$ cat src/rtl/mem_access_master.sv
// mem_access_master
// Initiator side of the data-memory interface. Takes one load/store request at a
// time over a valid/ready handshake. It presents the address and data for one
// SETUP cycle, then holds a single read or write strobe for WAIT_CYCLES cycles.
// It returns the result over a second valid/ready handshake. Requests that are
// misaligned or outside the implemented words skip memory entirely.
//
// Ports
//   clk_i, reset_i          clock, asynchronous active-high reset
//   req_valid_i/req_ready_o request handshake
//   req_write_i             1 = store, 0 = load
//   req_addr_i              byte address
//   req_wdata_i             store data
//   resp_valid_o/resp_ready_i response handshake
//   resp_rdata_o            last load data (kept across stores and errors)
//   resp_err_o              request rejected
//   mem_memwrite_o/mem_memread_o  memory strobes
//   mem_adress_o            memory word address
//   mem_datain_o            memory write data
//   mem_dataout_i           memory read data (combinational)
module mem_access_master #(
  parameter int DATA_W      = 32,
  parameter int ADDR_W      = 5,
  parameter int DEPTH       = 4,
  parameter int WAIT_CYCLES = 1
) (
  input  logic              clk_i,
  input  logic              reset_i,
  input  logic              req_valid_i,
  output logic              req_ready_o,
  input  logic              req_write_i,
  input  logic [31:0]       req_addr_i,
  input  logic [DATA_W-1:0] req_wdata_i,
  output logic              resp_valid_o,
  input  logic              resp_ready_i,
  output logic [DATA_W-1:0] resp_rdata_o,
  output logic              resp_err_o,
  output logic              mem_memwrite_o,
  output logic              mem_memread_o,
  output logic [ADDR_W-1:0] mem_adress_o,
  output logic [DATA_W-1:0] mem_datain_o,
  input  logic [DATA_W-1:0] mem_dataout_i
);

  localparam int CNT_W = (WAIT_CYCLES > 1) ? $clog2(WAIT_CYCLES) : 1;
  localparam logic [CNT_W-1:0] CNT_LOAD = CNT_W'(WAIT_CYCLES - 1);

  typedef enum logic [1:0] {
    IDLE   = 2'd0,
    SETUP  = 2'd1,
    ACCESS = 2'd2,
    RESP   = 2'd3
  } state_t;

  state_t              state_q, state_d;
  logic [CNT_W-1:0]    cnt_q, cnt_d;
  logic                write_q, write_d;
  logic                err_q, err_d;
  logic [ADDR_W-1:0]   addr_q, addr_d;
  logic [DATA_W-1:0]   wdata_q, wdata_d;
  logic [DATA_W-1:0]   rdata_q, rdata_d;
  logic                addr_err;

  assign addr_err = (req_addr_i[1:0] != 2'b00) || (req_addr_i[31:2] >= 30'(DEPTH));

  always_ff @(posedge clk_i or posedge reset_i) begin
    if (reset_i) begin
      state_q <= IDLE;
      cnt_q   <= '0;
      write_q <= 1'b0;
      err_q   <= 1'b0;
      addr_q  <= '0;
      wdata_q <= '0;
      rdata_q <= '0;
    end else begin
      state_q <= state_d;
      cnt_q   <= cnt_d;
      write_q <= write_d;
      err_q   <= err_d;
      addr_q  <= addr_d;
      wdata_q <= wdata_d;
      rdata_q <= rdata_d;
    end
  end

  always_comb begin
    state_d = state_q;
    cnt_d   = cnt_q;
    write_d = write_q;
    err_d   = err_q;
    addr_d  = addr_q;
    wdata_d = wdata_q;
    rdata_d = rdata_q;
    case (state_q)
      IDLE: begin
        if (req_valid_i) begin
          // Address/data are captured even for rejected requests; no strobe follows.
          write_d = req_write_i;
          addr_d  = req_addr_i[ADDR_W+1:2];
          wdata_d = req_wdata_i;
          err_d   = addr_err;
          state_d = addr_err ? RESP : SETUP;
        end
      end
      SETUP: begin
        cnt_d   = CNT_LOAD;
        state_d = ACCESS;
      end
      ACCESS: begin
        if (cnt_q == '0) begin
          if (!write_q) rdata_d = mem_dataout_i;
          state_d = RESP;
        end else begin
          cnt_d = cnt_q - CNT_W'(1);
        end
      end
      RESP: begin
        if (resp_ready_i) state_d = IDLE;
      end
      default: state_d = IDLE;
    endcase
  end

  // Outputs decode the state register directly so reset drops the strobes at once.
  assign req_ready_o    = (state_q == IDLE);
  assign resp_valid_o   = (state_q == RESP);
  assign resp_err_o     = (state_q == RESP) && err_q;
  assign resp_rdata_o   = rdata_q;
  assign mem_memwrite_o = (state_q == ACCESS) && write_q;
  assign mem_memread_o  = (state_q == ACCESS) && !write_q;
  assign mem_adress_o   = addr_q;
  assign mem_datain_o   = wdata_q;

endmodule
$ cat config.mk
export PLATFORM = sky130hd
export DESIGN_NAME = mem_access_master
export DESIGN_NICKNAME = d
export VERILOG_FILES = /design/src/rtl/mem_access_master.sv
export SDC_FILE = /design/constraint.sdc
export NUM_CORES = 1
export LEC_CHECK = 0
export ABC_AREA = 1
export BUFFER_PORTS_ARGS = -buffer_cell sky130_fd_sc_hd__clkbuf_2
export CAP_MARGIN = 5
export CORE_UTILIZATION = 46
export DETAILED_ROUTE_END_ITERATION = 8
export PLACE_DENSITY = 0.88
export SLEW_MARGIN = 5
export SYNTH_ARGS = -nofsm -noshare
export SYNTH_HDL_FRONTEND = slang
export SYNTH_SLANG_ARGS = --single-unit
$ cat constraint.sdc
create_clock -name clk_i -period 5.48 [get_ports clk_i]
set_input_delay 0.274 -clock clk_i [delete_from_list [all_inputs] [get_ports clk_i]]
set_output_delay 0.274 -clock clk_i [all_outputs]
set_load 0.01 [all_outputs]
After elaboration in Yosys (flattened, before gate mapping)
Cells that the tools add are included.

Output and inout port bits: 74. Logic and storage cells: 35. Input bits: 101. Register bits after elaboration: 74.

Reductions and logical operators: 11. Order comparisons: 1. Muxes and demuxes: 7. Add/sub/neg operators: 1. Equal/unequal tests: 6. Bitwise gates (word level): 2.

Operators by type and width (number): 30-bit by 3-bit greater-or-equal comparator with 1-bit output, second input constant (1); 2-bit 2-to-1 mux (4); 2-bit case mux with 4 select lines (1); 3-bit AND reduction (2); 2-bit == test, second input constant (2); 2-bit inequality test, second input constant (2); 2-bit nonzero test (2); 1-bit logical AND (3); 2-bit by 1-bit == test with 1-bit output, second input constant (1); 2-bit logical NOT (1); 2-bit by 1-bit inequality test with 1-bit output, second input constant (1); 1-bit NOT (2); 1-bit case mux with 2 select lines (1); 2-bit AND reduction (1); 1-bit logical NOT (1); 1-bit logical OR (1); 1-bit 2-to-1 mux (1); 1-bit subtractor, second input constant (1).

Longest topological paths before layout
Gate-level depths: netlist of the first run.

Word-level depth: 5. Gate-level depth with buffers: 8. Mapped depth without buffers: 8.

Least setup slack after synthesis of the first run
No wires, ideal clock.

Path type: reg-to-reg. Start: register state_q[0]. End: register addr_q[2] (netlist: mem_adress_o[2]). Stages on the path, launching flop included: 7. Slack: 4.202 ns. Library setup time: 0.121 ns. Data arrival time: 1.157 ns. Required time: 5.359 ns. Buffers on the path: 1. Clock period less this slack: 1.278 ns. Cells stage by stage: dfrtp_1 inv_1 ha_1 nand2_2 buf_2 nand2_1 o21ai_1.

Longest elaborated chain between the ends: 2.

RTL lines: start: declaration (line 55) `state_t state_q, state_d;`; start signal: assignment (line 76) `state_q <= state_d;`; 2-bit logical NOT; net req_ready_o (line 30) `output logic req_ready_o,`; 2-bit AND reduction (no line); end signal: assignment (line 80) `addr_q <= addr_d;`; end: declaration (line 59) `logic [ADDR_W-1:0] addr_q, addr_d;`.

The timed path passes the listed nets, and every way through them passes these cells. A chain may end at the register's enable or synchronous reset.

Worst setup path in the final report of the first run
Start: register state_q[0]. End: output port mem_memread_o.

Longest elaborated chain between the ends: 2.

RTL lines: 2-bit == test (line 130) `assign mem_memread_o = (state_q == ACCESS) && !write_q;`; 1-bit logical AND (line 130); end: declaration (line 39) `output logic mem_memread_o,`.

Every way passes these cells.

==> results of run 1 <==
[critical path: stages, from the launching register on]
cell                       delay, ns
sky130_fd_sc_hd__dfrtp_1        0.38
sky130_fd_sc_hd__inv_1          0.10
sky130_fd_sc_hd__ha_1           0.21
sky130_fd_sc_hd__inv_2          0.05
sky130_fd_sc_hd__nor2_4         0.53
sky130_fd_sc_hd__clkbuf_2       0.25
[power by group]
group	total, uW	switching (uW)	internal [uW]
Clock	534	187	347
Combinational	915	559	356
Sequential	943	145	798
Total	2390	891	1500
[through the flow]
stage | total power, uW | std cells | area (um^2) | hold WS (ns) | setup WS [ns]
global placement | 1830 | 606 | 3920 | 0.453 | 3.48
floorplan | 1520 | 367 | 3050 | 0.384 | 3.35
global route | 2570 | 621 | 4170 | 0.127 | 3.16
CTS | 2420 | 621 | 4170 | 0.117 | 3.32
detailed placement | 1880 | 606 | 3920 | 0.459 | 3.38
finish | 2390 | 621 | 4170 | 0.132 | 3.35
[Yosys cell counts]
cell                      count  area [um^2]
sky130_fd_sc_hd__and2_0       2         12.5
sky130_fd_sc_hd__a21oi_1      1         5.00
sky130_fd_sc_hd__ha_1         3         37.5
sky130_fd_sc_hd__nor2_1      15         56.3
sky130_fd_sc_hd__dfrtp_1     73         1830
sky130_fd_sc_hd__inv_2        2         7.51
sky130_fd_sc_hd__nand2_2      1         6.26
sky130_fd_sc_hd__buf_4        3         22.5
sky130_fd_sc_hd__inv_1       23         86.3
sky130_fd_sc_hd__inv_4        1         6.26
sky130_fd_sc_hd__nor2_4       1         11.3
sky130_fd_sc_hd__o21ai_1      2         10.0
sky130_fd_sc_hd__buf_6        6         67.6
sky130_fd_sc_hd__nand3_1      2         10.0
sky130_fd_sc_hd__nor3_1       1         5.00
sky130_fd_sc_hd__buf_2        4         20.0
sky130_fd_sc_hd__o22ai_2      1         12.5
sky130_fd_sc_hd__nand2_1    226          848
[cell families after synthesis]
kind of cell | Yosys count | share of synthesized area
AND/OR/NAND/NOR | 248 | 0.311
flip-flops | 73 | 0.599
buffers and inverters | 39 | 0.0689
AO/OA/AOI/OAI | 4 | 0.00902
adder cells (fa/ha/maj) | 3 | 0.0123
[worst paths after layout]
check / to / slack (ns) / cells after the start
min in group asynchronous: resp_rdata_o[8] / 0.17 / 3
hold / removal: mem_datain_o[4] / 0.13 / 3
hold reg to reg: resp_rdata_o[18] / 0.47 / 2
setup reg to reg: mem_datain_o[28] / 3.39 / 6
max in group asynchronous: mem_datain_o[0] / 4.71 / 3
setup / recovery: mem_memread_o / 3.35 / 5
[registers in the layout, summed over array words and instances, names as in the netlist]
signal,count
write_q,1
resp_rdata_o,32
err_q,1
mem_datain_o,32
mem_adress_o,5
state_q,2
[layer usage]
metal / vias up / track usage / share of wire
met5: - / 0 / 0
met4: 0 / 0.0894 / 0.019
met3: 13 / 0.0524 / 0.086
met2: 141 / 0.352 / 0.48
met1: 1287 / 0.259 / 0.41
li1: 1429 / - / -
[final cells by class]
class	instances	share of cell area
Multi-Input combinational cell	255	0.243
Clock buffer	10	0.0306
Tap cell	77	0.0231
Clock inverter	5	0.0309
Timing Repair Buffer	175	0.210
Inverter	26	0.0240
Sequential cell	73	0.438
[cells in the final DEF, fill, tap and decap left out, drive strengths merged]
cell type / Yosys / final
o22ai: 1 / 1
inv: 26 / 26
nand3: 2 / 2
and2: 2 / 2
bufinv: 0 / 4
nor3: 1 / 1
clkbuf: 0 / 184
clkinv: 0 / 1
dfrtp: 73 / 73
a21oi: 1 / 1
buf: 13 / 1
ha: 3 / 3
nor2: 16 / 16
nand2: 227 / 227
o21ai: 2 / 2
==> impl_metrics.py, run 1 <==
metrics = {
    "status": {
        "run_status": "complete, no violations",
    },
    "clock_network": {
        "cts_root_buffer": "sky130_fd_sc_hd__clkbuf_8",
        "cts-htree-levels": 3,
        "cts_tree": "yes",
        "tritoncts_num_sinks": 73,
        "hold_buffers": 0,
        "insertion_delay_ns": 0.33,
        "cts_setup_buffers": 0,
        "cts.clk_slew.worst_paths_ns": 0.08,
        "numCtsBuffers": 9,
        "post_cts.resized_instances": 0,
        "number_of_buffers_on_the_longest_clock_path": 2,
    },
    "floorplanning": {
        "die_height_um": 83.5,
        "floorplan.rows": 29,
        "initial_core_utilization": 0.478,
        "core_area_um2": 6390,
        "pin_count": 175,
        "width_of_the_chip_um": 83.5,
        "floorplan.die_area_um2": 6960,
    },
    "finish": {
        "filler_cell_count": 551,
        "register_area_um2": 1830,
        "nets": 644,
        "areaGrowthSynthToFinish_pct": 36.7,
        "n_antenna_cell": 0,
        "final_core_occ": 0.653,
        "fraction_of_layout_cells_with_a_size_suffix_above_1": 0.360,
        "multiInputGateArea_um2": 1010,
    },
    "timing": {
        "fin_worst_skew_ns": 0.00975,
        "final_max_slew_viol_count": 0,
        "tightest_slew_ns": 0.887,
        "report.final.setup_viol": 0,
        "post-route-min-period_ns": 2.13,
        "hold_viol_final": 0,
        "max_clock_freq_ghz": 0.470,
        "timing.max_slew.rel_slack": 0.409,
        "setup_total_negative_slack_ns": 0,
        "rsz0062_at_grt": "no",
        "fin_crit_sh": 0.388,
    },
    "hold_path": {
        "timing.hold.worst.start": "req_wdata_i[4]",
        "hold_path.class": "in -> reg",
    },
    "logic_synthesis": {
        "synth.lib_cells_used.distinct": 18,
        "post_synth.cell_area_avg_um2": 8.32,
        "syn_area_um2": 3050,
        "synth_warn": 0,
        "synth.ff_latch_count": 73,
        "synth_seq_area_share": 0.599,
        "mappedNetlistNets": 471,
        "post_synth_inst_count": 367,
    },
    "setup_path": {
        "timing.critical_path.fanout_max": 34,
        "worst_r2r_startpoint": "state_q[0]",
        "critPathCaptureType": "primary output",
        "critPathArrivalTime_ns": 1.85,
        "critical_path_required_ns": 5.21,
        "criticalPathCategory": "reg -> out",
        "setup.worst_path.start_class": "flip-flop",
        "startpoint": "state_q[0]",
    },
    "placed_design": {
        "detailed_place_hpwl_um": 5050,
        "gp_congestion": 0.803,
        "place.port_buffers": 174,
    },
    "drt": {
        "dr.first_iter.drc_count": 152,
        "route.antenna.remaining_nets": 0,
        "routed-via-count": 2870,
        "first_drt_pass_iteration_count": 4,
        "drt-vias-per-instance": 4.62,
        "drt_drc_violations_left": 0,
        "route.final.wire_length_um": 6880,
        "wl_per_cell_um": 11.1,
    },
    "grt": {
        "residual_overflow_from_global_routing": 0,
        "grt_pass1_wl_um": 11700,
        "antenna_violations_before_repair": 0,
        "grt_max_degree": 74,
        "grt_pass1_vias": 2695,
        "grt_util_all_layers": 0.210,
    },
    "flow_run": {
        "max_cap_check_violation_count": 0,
    },
    "power": {
        "power_density_nw_per_um2": 573,
        "worst_ir_drop_vdd_uv": 341,
        "p_leak_uw": 0.00259,
    },
}
Power figures use the tool's default switching activity.
==> run 2: changes to the inputs <==
Settings changed: CORE_UTILIZATION 46 to 39, PLACE_DENSITY 0.88 to 0.8.
Clock period 5.48 ns to 1.95 ns, I/O delays scaled along.
==> run 2 against run 1 <==
Effect of this change: critical endpoint unchanged; worst hold slack lost 0.10 ns; highest routed layer unchanged; cell count grew 15%; clock power grew to 2.7 times the previous value; wire length grew 36%; largest cell class unchanged; final area grew 18%; first-iteration DRC count shrank 31%.
==> impl_metrics.py, run 2 (synthesis gave the netlist of run 1 again) <==
metrics = {
    "status": {
        "run_status": "complete, no violations",
    },
    "drt": {
        "route.antenna.remaining_nets": 0,
        "drt_drc_violations_left": 0,
        "dr.first_iter.drc_count": 105,
        "drt-vias-per-instance": 4.55,
        "wl_per_cell_um": 13.0,
        "route.final.wire_length_um": 9350,
        "routed-via-count": 3264,
        "first_drt_pass_iteration_count": 5,
    },
    "timing": {
        "tightest_slew_ns": 0.592,
        "timing.max_slew.rel_slack": 0.604,
        "setup_total_negative_slack_ns": 0,
        "max_clock_freq_ghz": 0.562,
        "whs_ns": 0.0322,
        "final_max_slew_viol_count": 0,
        "report.final.setup_viol": 0,
        "hold_viol_final": 0,
        "rsz0062_at_grt": "no",
        "layout_setup_ws_ns": 0.172,
        "fin_crit_sh": 0.912,
        "fin_worst_skew_ns": 0.00913,
        "post-route-min-period_ns": 1.78,
    },
    "grt": {
        "antenna_violations_before_repair": 0,
        "grt_max_degree": 38,
        "residual_overflow_from_global_routing": 0,
        "grt_pass1_wl_um": 15400,
        "grt_pass1_vias": 3294,
        "grt_util_all_layers": 0.241,
    },
    "setup_path": {
        "worstReg2RegEnd": "mem_datain_o[9]",
        "criticalPathCategory": "reg -> out",
        "crit_path_max_incr_delay_ns": 0.39,
        "setup.worst_path.start_class": "flip-flop",
        "worst_r2r_startpoint": "state_q[0]",
        "critical_path_destination": "mem_memread_o",
        "critical_path_required_ns": 1.85,
        "cp_cell_sequence": "inv_1 -> ha_1 -> inv_2 -> nor2_4 -> buf_6 -> clkbuf_2",
        "timing.critical_path.slowest_stage_cell": "sky130_fd_sc_hd__dfrtp_1",
        "worst-r2r-cell-count": 6,
        "startpoint": "state_q[0]",
        "timing.critical_path.fanout_max": 33,
        "critPathCaptureType": "primary output",
        "worst-r2r-setup-slack_ns": 0.44,
        "critPathArrivalTime_ns": 1.68,
    },
    "clock_network": {
        "cts.clk_slew.worst_paths_ns": 0.07,
        "cts_tree": "yes",
        "insertion_delay_ns": 0.34,
        "cts_setup_buffers": 0,
        "tritoncts_num_sinks": 73,
        "numCtsBuffers": 9,
        "cts-htree-levels": 3,
        "number_of_buffers_on_the_longest_clock_path": 2,
        "cts_root_buffer": "sky130_fd_sc_hd__clkbuf_8",
    },
    "finish": {
        "areaGrowthSynthToFinish_pct": 61.5,
        "layout_commonest_cell": "sky130_fd_sc_hd__nand2_1",
        "n_antenna_cell": 0,
        "most-common-layout-cells": "226 x sky130_fd_sc_hd__nand2_1, 174 x sky130_fd_sc_hd__clkbuf_2, 73 x sky130_fd_sc_hd__dfrtp_1",
        "nets": 717,
        "fraction_of_layout_cells_with_a_size_suffix_above_1": 0.325,
    },
    "power": {
        "p_leak_uw": 0.00289,
        "worst_ir_drop_vdd_uv": 578,
        "power_density_nw_per_um2": 1400,
    },
    "floorplanning": {
        "pin_count": 175,
        "width_of_the_chip_um": 90.5,
        "core_area_um2": 7410,
        "initial_core_utilization": 0.412,
        "floorplan.die_area_um2": 8180,
        "floorplan.rows": 31,
        "die_height_um": 90.5,
    },
    "placed_design": {
        "gp_congestion": 0.778,
        "place.port_buffers": 174,
        "detailed_place_hpwl_um": 5760,
        "dp_slack_ns": 0.431,
    },
    "hold_path": {
        "hold_path.class": "in -> reg",
    },
    "flow_run": {
        "max_cap_check_violation_count": 0,
    },
}
## run 2: per-stage QoR
step	util	std cells	total power [uW]	area, um^2
finish	0.665	717	6920	4930
global route	0.665	717	7420	4930
CTS	0.665	717	6900	4920
detailed placement	0.539	632	5350	3990
global placement	0.539	632	5230	3990
floorplan	-	367	4280	3060
## run 2: worst max-delay path: cells and delay by family (launching register included)
kind	cells	cell delay, ns
flip-flops	1	0.39
buffers and inverters	4	0.60
adder cells (fa/ha/maj)	1	0.23
AND/OR/NAND/NOR	1	0.11
## run 2: final cells by class
| cell class | count | area (um^2) |
|---|---|---|
| repair buffers | 248 | 1620 |
| flip-flops and latches | 73 | 1830 |
| well taps | 99 | 124 |
| clock buffers | 11 | 141 |
| clock inverters | 5 | 103 |
| fillers | 573 | 2480 |
| inverters | 26 | 104 |
| multi-input cells | 255 | 1010 |
## run 2: per-layer routing
metal | wire (um) | vias to the layer above | part of all wire | GRT usage
met1 | 3680 | 1494 | 0.39 | 0.268
met5 | 0 | - | 0 | 0
met3 | 679 | 24 | 0.073 | 0.0690
met2 | 4720 | 173 | 0.51 | 0.423
li1 | - | 1573 | - | -
met4 | 264 | 0 | 0.028 | 0.117
## run 2: power by group
group          switching, uW  internal [uW]
Sequential               422           2240
Clock                    538            883
Combinational           1700           1130
## run 2: worst min path at each step
stage	start	end	slack, ns	cells past startpoint
2_1_floorplan	req_addr_i[2]	mem_adress_o[0]	0.21	2
3_5_place_dp	reset_i	mem_datain_o[16]	0.20	2
5_1_grt	req_addr_i[4]	mem_adress_o[2]	0.03	3
6_report	req_addr_i[4]	mem_adress_o[2]	0.03	3
3_3_place_gp	reset_i	mem_datain_o[16]	0.19	2
4_1_cts	req_addr_i[4]	mem_adress_o[2]	0.005	3
## run 2: repair_timing
action                                 in CTS  in global routing
endpoints found under the hold margin      92                  0
setup endpoints to repair                   0                  1
gates resized for setup                     0                  1
hold buffers                               69                  0
==> run 3: changes to the inputs <==
Settings changed: CELL_PAD_IN_SITES_DETAIL_PLACEMENT set to 1, CELL_PAD_IN_SITES_GLOBAL_PLACEMENT set to 2, CORE_MARGIN set to 1.5, CORE_UTILIZATION 39 to 21, PLACE_DENSITY 0.8 to 0.81.
==> run 3 against run 2 <==
Effect of this change: final area rose by 4.3%; sequential power barely moved; cell count grew 11%; clock-buffer cell count is 1 higher; critical endpoint unchanged; largest cell class unchanged.
==> impl_metrics.py, run 3 (synthesis gave the netlist of run 1 again) <==
metrics = {
    "status": {
        "run_status": "complete, no violations",
    },
    "timing": {
        "fin_worst_skew_ns": 0.00753,
        "report.final.setup_viol": 0,
        "fin_crit_sh": 0.888,
        "hold_viol_final": 0,
        "max_clock_freq_ghz": 0.578,
        "timing.max_slew.rel_slack": 0.491,
        "tightest_slew_ns": 0.762,
        "layout_setup_ws_ns": 0.219,
        "setup_total_negative_slack_ns": 0,
        "post-route-min-period_ns": 1.73,
        "final_max_slew_viol_count": 0,
        "rsz0062_at_grt": "no",
    },
    "floorplanning": {
        "width_of_the_chip_um": 124,
        "die_height_um": 124,
        "floorplan.die_area_um2": 15300,
        "core_area_um2": 14000,
        "initial_core_utilization": 0.217,
        "floorplan.rows": 43,
        "pin_count": 175,
    },
    "drt": {
        "dr.first_iter.drc_count": 87,
        "met1Wirelength_um": 4200,
        "route.met3.wl_um": 809,
        "routed-via-count": 3250,
        "wl_per_cell_um": 13.2,
        "route.antenna.remaining_nets": 0,
        "wl_met2_um": 5300,
        "drt_drc_violations_left": 0,
        "first_drt_pass_iteration_count": 4,
        "highest-signal-layer": "met4",
        "route.final.wire_length_um": 10500,
        "drt-vias-per-instance": 4.07,
    },
    "setup_path": {
        "criticalPathCategory": "reg -> out",
        "worst-r2r-cell-count": 7,
        "critical_path_required_ns": 1.85,
        "worst-r2r-setup-slack_ns": 0.49,
        "worst_r2r_startpoint": "state_q[0]",
        "worstReg2RegEnd": "resp_rdata_o[19]",
        "timing.critical_path.fanout_max": 33,
        "setup.worst_path.start_class": "flip-flop",
        "critPathArrivalTime_ns": 1.63,
        "critPathCaptureType": "primary output",
    },
    "finish": {
        "layout_commonest_cell": "sky130_fd_sc_hd__nand2_1",
        "areaGrowthSynthToFinish_pct": 68.5,
        "design_area_um2": 5140,
        "finish.cell_count_without_fillers": 798,
        "most-common-layout-cells": "226 x sky130_fd_sc_hd__nand2_1, 174 x sky130_fd_sc_hd__clkbuf_2, 73 x sky130_fd_sc_hd__dfrtp_1",
        "multiInputGateArea_um2": 1010,
        "fraction_of_layout_cells_with_a_size_suffix_above_1": 0.325,
        "filler_cell_count": 1702,
        "final_core_occ": 0.366,
        "register_area_um2": 1830,
        "nets": 717,
        "n_antenna_cell": 0,
    },
    "power": {
        "worst_ir_drop_vdd_uv": 475,
        "p_leak_uw": 0.00295,
        "power_density_nw_per_um2": 1450,
    },
    "clock_network": {
        "insertion_delay_ns": 0.33,
        "cts.clk_slew.worst_paths_ns": 0.06,
        "cts_root_buffer": "sky130_fd_sc_hd__clkbuf_16",
        "cts_tree": "yes",
        "tritoncts_num_sinks": 73,
        "cts-htree-levels": 3,
        "numCtsBuffers": 9,
        "number_of_buffers_on_the_longest_clock_path": 2,
    },
    "placed_design": {
        "dp_slack_ns": 0.435,
        "place.port_buffers": 174,
        "detailed_place.area_um2": 4090,
        "gp_congestion": 0.727,
        "numPlacedInstances": 713,
        "detailed_place_hpwl_um": 6960,
    },
    "grt": {
        "grt_max_degree": 38,
        "residual_overflow_from_global_routing": 0,
        "grt_pass1_wl_um": 16600,
        "antenna_violations_before_repair": 0,
        "grt_util_all_layers": 0.143,
        "grt_pass1_vias": 3558,
    },
    "hold_path": {
        "min_delay_worst_endpoint": "mem_adress_o[3]",
        "timing.hold.worst.start": "req_addr_i[5]",
        "hold_path.class": "in -> reg",
        "whs_path_depth": 3,
    },
    "flow_run": {
        "max_cap_check_violation_count": 0,
    },
}
==> run 3: cell type report <==
class,instances,share of cell area
clock buffers,12,0.0499
flip-flops and latches,73,0.355
well taps,180,0.0438
inverters,26,0.0202
multi-input cells,255,0.197
repair buffers,248,0.314
clock inverters,4,0.0192
==> run 3: worst max-delay path by stage <==
stage / startpoint / end / slack [ns] / cells after the start
after floorplan: state_q[0] / mem_adress_o[2] / 0.67 / 6
after global placement: state_q[0] / mem_memread_o / 0.50 / 6
after detailed placement: state_q[0] / mem_memread_o / 0.44 / 6
after CTS: state_q[0] / mem_memread_o / 0.07 / 6
after global routing: state_q[0] / mem_memread_o / 0.09 / 6
final: state_q[0] / mem_memread_o / 0.22 / 6
==> run 3: where the power goes <==
group	total (uW)	internal [uW]	switching (uW)
sequential	2660	2250	412
combinational	2840	1130	1710
clock	1960	1320	638
total	7460	4700	2760
==> run 3: layer usage <==
| metal | vias up | track usage |
|---|---|---|
| met3 | 14 | 0.0438 |
| met1 | 1533 | 0.152 |
| met5 | - | 0 |
| li1 | 1574 | - |
| met4 | 0 | 0.0661 |
| met2 | 129 | 0.259 |
==> run 3: worst max-delay path: stages, from the launching register on <==
cell	delay, ns
sky130_fd_sc_hd__dfrtp_1	0.37
sky130_fd_sc_hd__inv_1	0.10
sky130_fd_sc_hd__ha_1	0.21
sky130_fd_sc_hd__inv_2	0.06
sky130_fd_sc_hd__nor2_4	0.10
sky130_fd_sc_hd__buf_6	0.27
sky130_fd_sc_hd__clkbuf_2	0.18
==> run 3: metrics by stage <==
| stage | power (uW) | hold slack, ns |
|---|---|---|
| global placement | 5330 | 0.266 |
| global route | 8110 | 0.0505 |
| finish | 7460 | 0.0235 |
| detailed placement | 5450 | 0.277 |
| CTS | 7580 | 0.0199 |
| floorplan | 4280 | 0.207 |
==> run 3: timing repair <==
action / 4_1_cts / 5_1_grt
buffers inserted: 0 / 0
endpoints found under the setup margin: 0 / 1
hold buffers: 69 / 0
endpoints found under the hold margin: 98 / 0
resized for setup: 0 / 1
